## config.mk

```make
export PLATFORM = sky130hd
export DESIGN_NAME = drop_controller
export DESIGN_NICKNAME = d
export VERILOG_FILES = /design/src/rtl/connect4_defs.sv /design/src/rtl/column_scan.sv /design/src/rtl/drop_controller.sv
export SDC_FILE = /design/constraint.sdc
export NUM_CORES = 1
export LEC_CHECK = 0
export CAP_MARGIN = 15
export CORE_ASPECT_RATIO = 0.5
export CORE_MARGIN = 3
export CORE_UTILIZATION = 40
export CTS_CLUSTER_SIZE = 24
export DETAILED_ROUTE_END_ITERATION = 16
export GPL_TIMING_DRIVEN = 0
export HOLD_SLACK_MARGIN = 0.06
export PLACE_DENSITY = 0.78
export SLEW_MARGIN = 10
export SYNTH_ARGS = -nofsm -noshare
export SYNTH_HDL_FRONTEND = slang
export SYNTH_SLANG_ARGS = --single-unit
```

## constraint.sdc

```tcl
create_clock -name clk -period 2.3 [get_ports clk]
set_input_delay 0.46 -clock clk [delete_from_list [all_inputs] [get_ports clk]]
set_output_delay 0.46 -clock clk [all_outputs]
set_load 0.01 [all_outputs]
```

## src/rtl/connect4_defs.sv

```systemverilog
// rtl/connect4_defs.sv - shared encodings for the 4x4 Connect4 datapath
package connect4_defs;

  localparam logic [1:0] ST_PLAY  = 2'b00;
  localparam logic [1:0] ST_P1WIN = 2'b01;
  localparam logic [1:0] ST_P2WIN = 2'b10;
  localparam logic [1:0] ST_TIE   = 2'b11;

  localparam int BOARD_ROWS = 4;
  localparam int BOARD_COLS = 4;

  localparam logic P1 = 1'b0;
  localparam logic P2 = 1'b1;

  typedef enum logic [1:0] {
    S_IDLE,
    S_DROP,
    S_EVAL,
    S_GAME_OVER
  } drop_state_t;

endpackage

```

## src/rtl/column_scan.sv

```systemverilog
// rtl/column_scan.sv - lowest empty row and full flag for one board column
import connect4_defs::*;

module column_scan (
  input  logic [15:0] board,
  input  logic [1:0]  col,
  output logic [1:0]  row,
  output logic        full
);

  logic [BOARD_ROWS-1:0] column;

  always_comb begin
    column[0] = board[{2'd0, col}];
    column[1] = board[{2'd1, col}];
    column[2] = board[{2'd2, col}];
    column[3] = board[{2'd3, col}];
    full      = &column;
    // Row 0 is the bottom, so the first empty cell from below is the landing row.
    if (!column[0])      row = 2'd0;
    else if (!column[1]) row = 2'd1;
    else if (!column[2]) row = 2'd2;
    else                 row = 2'd3;
  end

endmodule

```

## src/rtl/drop_controller.sv

```systemverilog
// rtl/drop_controller.sv - gravity drop, turn alternation and game lock for Connect4
import connect4_defs::*;

module drop_controller #(
  parameter int   EVAL_CYCLES  = 2,
  parameter logic FIRST_PLAYER = 1'b0
) (
  input  logic        clk,
  input  logic        reset,
  input  logic [1:0]  col_sel,
  input  logic        drop_btn,
  input  logic [1:0]  game_status,
  output logic [15:0] game_board,
  output logic [15:0] player_cells,
  output logic        current_player,
  output logic        move_accept,
  output logic        move_reject,
  output logic        game_over
);

  localparam int CNT_W = (EVAL_CYCLES < 2) ? 1 : $clog2(EVAL_CYCLES + 1);

  drop_state_t      state, state_next;
  logic             btn_q;
  logic             press;
  logic [1:0]       col_q;
  logic [CNT_W-1:0] eval_cnt;
  logic [1:0]       scan_row;
  logic             scan_full;
  logic             eval_done;
  logic             do_accept;
  logic             do_reject;
  logic             toggle_player;
  logic [3:0]       cell_idx;

  column_scan u_column_scan (
    .board (game_board),
    .col   (col_q),
    .row   (scan_row),
    .full  (scan_full)
  );

  assign press     = drop_btn & ~btn_q;
  assign eval_done = (eval_cnt == CNT_W'(1));
  assign cell_idx  = {scan_row, col_q};

  always_ff @(posedge clk or posedge reset) begin
    if (reset) state <= S_IDLE;
    else       state <= state_next;
  end

  always_comb begin
    state_next = state;
    case (state)
      S_IDLE:      if (press) state_next = S_DROP;
      S_DROP:      state_next = scan_full ? S_IDLE : S_EVAL;
      S_EVAL:      if (eval_done) state_next = (game_status == ST_PLAY) ? S_IDLE : S_GAME_OVER;
      S_GAME_OVER: state_next = S_GAME_OVER;
      default:     state_next = S_IDLE;
    endcase
  end

  always_comb begin
    do_accept     = (state == S_DROP) && !scan_full;
    do_reject     = (state == S_DROP) && scan_full;
    toggle_player = (state == S_EVAL) && eval_done && (game_status == ST_PLAY);
    game_over     = (state == S_GAME_OVER);
  end

  // Counter reaches zero on the same edge that samples the verdict.
  always_ff @(posedge clk or posedge reset) begin
    if (reset) begin
      btn_q          <= 1'b0;
      col_q          <= 2'd0;
      eval_cnt       <= '0;
      game_board     <= '0;
      player_cells   <= '0;
      current_player <= FIRST_PLAYER;
      move_accept    <= 1'b0;
      move_reject    <= 1'b0;
    end else begin
      btn_q       <= drop_btn;
      move_accept <= do_accept;
      move_reject <= do_reject;
      if (state == S_IDLE && press) col_q <= col_sel;
      if (do_accept) begin
        game_board[cell_idx]   <= 1'b1;
        player_cells[cell_idx] <= current_player;
        eval_cnt               <= CNT_W'(EVAL_CYCLES);
      end else if (state == S_EVAL) begin
        eval_cnt <= eval_cnt - CNT_W'(1);
      end
      if (toggle_player) current_player <= ~current_player;
    end
  end

endmodule

```

==> impl_metrics.json <==
{
  "stdcell_count": 242,
  "diodes": 0,
  "grt_max_degree": 30,
  "nFillCells": 344,
  "max-cap-violations": 0,
  "vdd.ir_drop.worst_mv": 0.282,
  "pre_cts_ws_ps": 111,
  "critPathArrivalTime_ps": 1640,
  "fin_nets": 195,
  "max_clock_freq_ghz": 0.476,
  "cts_root_buf": "clkbuf_8",
  "overflow": 0,
  "drive_gt1_share_pct": 20.7,
  "intPower_w": 0.00117,
  "ios": 43,
  "syn-cell-area_um2": 1810,
  "cts_tree": "yes",
  "antenna_found_initial": 0,
  "synth-compound-area-share_pct": 3.19,
  "seqCellArea_um2": 1050,
  "drt_first_pass_iters": 5,
  "track_usage_pct": 14.4,
  "rsz0062_at_grt": "no",
  "synth-edff-count": 0,
  "synth.area.mux_share_pct": 17.5,
  "port_buffers": 42,
  "post_drt_wl_per_cell_um": 14.7,
  "cts_inserted_buffers": 5,
  "finalSetupViolations": 0,
  "synthAdderAreaFrac_pct": 0.693,
  "netSwitchingFraction_pct": 23.5,
  "synth_top_family_by_area": "multiplexers",
  "avgSynthCellArea_um2": 13.0,
  "design_area_um2": 2410,
  "yosys.area_share.simple_pct": 16.5,
  "die_area_um2": 5400,
  "post-route-period-util_pct": 91.3,
  "startpoint_type": "flip-flop",
  "synthCells": 139,
  "status": "finished, final reports clean",
  "grt_pass1_wl_um": 5860,
  "clkSinkCount": 42,
  "dieWidth_um": 101,
  "first_iter_violations": 77,
  "placed_cells": 236,
  "ctsHoldBuffers": 0,
  "clkTransAtPathRegs_ps": 80,
  "routed_wl_um": 3570,
  "die_y_um": 53.5,
  "rows": 16,
  "worst_slack_ps": 200,
  "hold_viol_final": 0,
  "placed_cell_area_um2": 2310,
  "core_area_um2": 4120,
  "gp_congestion": 0.878,
  "clockPowerShare_pct": 36.9,
  "ctsLongestPathBuffers": 2,
  "static-leakage-power_nw": 1.18,
  "p_per_area_nw_per_um2": 632,
  "synth_fp_nets": 147,
  "post_cts_resized": 0,
  "slew_headroom_pct": 37.2,
  "multiInputGateArea_um2": 701,
  "hpwl_um": 2760,
  "post-route-min-period_ps": 2100,
  "finalClockSkew_ps": 5.78,
  "worstPathMaxFanout": 14,
  "synthFlopType": "dfrtp_1",
  "clk_latency_ps": 290,
  "synthArstFlopShare_pct": 100,
  "via_per_inst": 4.99,
  "drtAntennaViolNets": 0,
  "power.switching_w": 0.000359,
  "hold_path_class": "input port to async pin",
  "required_ps": 1840,
  "setup.worst_path.end_class": "primary output",
  "tightest_slew_ps": 929,
  "synthXorXnorAreaFrac_pct": 0.970,
  "final_max_slew_viol_count": 0,
  "postCtsSetupBuffers": 0,
  "drc": 0,
  "ys_ff_latch": 42,
  "yosys_warnings": 0,
  "ys_seq_area_share_pct": 58.2,
  "timing.setup.tns_ps": 0,
  "pwr-share-comb_pct": 11.0,
  "route.vias.total": 1208,
  "yosysUniqueCellTypes": 31,
  "area_delta_synth_final_pct": 33.7,
  "htreeDepth": 2,
  "timing_worst_setup_path_type": "flip-flop to primary output",
  "grt_pass1_vias": 1157,
  "layout_common_cells": "dfrtp_1, clkdlybuf4s50_1, mux2_2",
  "power_frac_seq_pct": 52.1,
  "initial_utilization_pct": 43.8
}
[per-stage QoR]
step	util [%]	hold slack (ps)	total power (W)
after floorplan	-	491	0.000911
after global placement	55.6	477	0.000969
after detailed placement	56.1	477	0.000983
after CTS	58.6	449	0.00155
after global routing	58.6	463	0.00160
final	58.6	445	0.00153
[power by group through the flow]
stage	Clock [W]	Sequential [W]	Combinational (W)
3_5_place_dp	0	0.000811	0.000172
5_1_grt	0.000603	0.000802	0.000199
6_report	0.000563	0.000796	0.000168
3_3_place_gp	0	0.000809	0.000160
2_1_floorplan	0	0.000808	0.000103
4_1_cts	0.000580	0.000797	0.000174
[Yosys cell counts, drive strengths merged (2+ instances only)]
cell	count	area, um^2
nor4	4	25.0
dfrtp	42	1050
clkbuf	3	11.3
mux4	4	97.6
buf	3	27.5
nor3	6	30.0
inv	4	15.0
nor2	5	18.8
nand3	4	20.0
nand2	11	41.3
a21o	4	30.0
nor3b	2	15.0
mux2	18	218
and3	2	13.8
nand2b	10	62.6
xnor2	2	17.5
or2	4	25.0
nor4b	2	17.5
[path summary, 6_finish.rpt]
path | end | start | cells past startpoint | slack [ps]
worst max-delay path | game_over | state[1] | 2 | 200
worst min register to register | game_board[6] | game_board[6] | 1 | 500
min in group clk | game_board[6] | game_board[6] | 1 | 500
max in group asynchronous | player_cells[12] | reset | 3 | 1410
worst max register to register | player_cells[13] | col_q[0] | 6 | 330
worst min-delay path | game_board[7] | reset | 2 | 440
[area by class of cell]
type	instances	area share, %
Buffer	4	1.30
Clock buffer	5	2.85
Clock inverter	3	1.66
Inverter	4	0.622
Multi-Input combinational cell	87	29.0
Sequential cell	42	43.5
Tap cell	54	2.80
Timing Repair Buffer	43	18.2
[routing by layer]
metal / part of all wire (%) / up-vias / track usage (%)
met5: 0 / - / 0
met2: 46 / 25 / 21.8
met4: 0.56 / 0 / 3.31
li1: - / 583 / -
met1: 49 / 598 / 20.7
met3: 5.2 / 2 / 4.21
[worst max-delay path: stages (launching register included)]
cell and delay (ps):
dfrtp_1 620, and2_1 200, clkdlybuf4s50_1 530
[logic make-up after synthesis]
group | count (synthesis)
muxes | 22
buffers and inverters | 10
AOI/OAI and AO/OA | 8
xor gates and xnor gates | 2
adders and majority gates | 1
and+or+nand+nor | 54
DFF | 42
[state kept, by name, summed over array words and instances (netlist names)]
register,count
move_reject,1
move_accept,1
state,2
game_board,16
player_cells,16
current_player,1
col_q,2
btn_q,1
eval_cnt,2
Note: power is estimated with default switching activity, not from simulation.
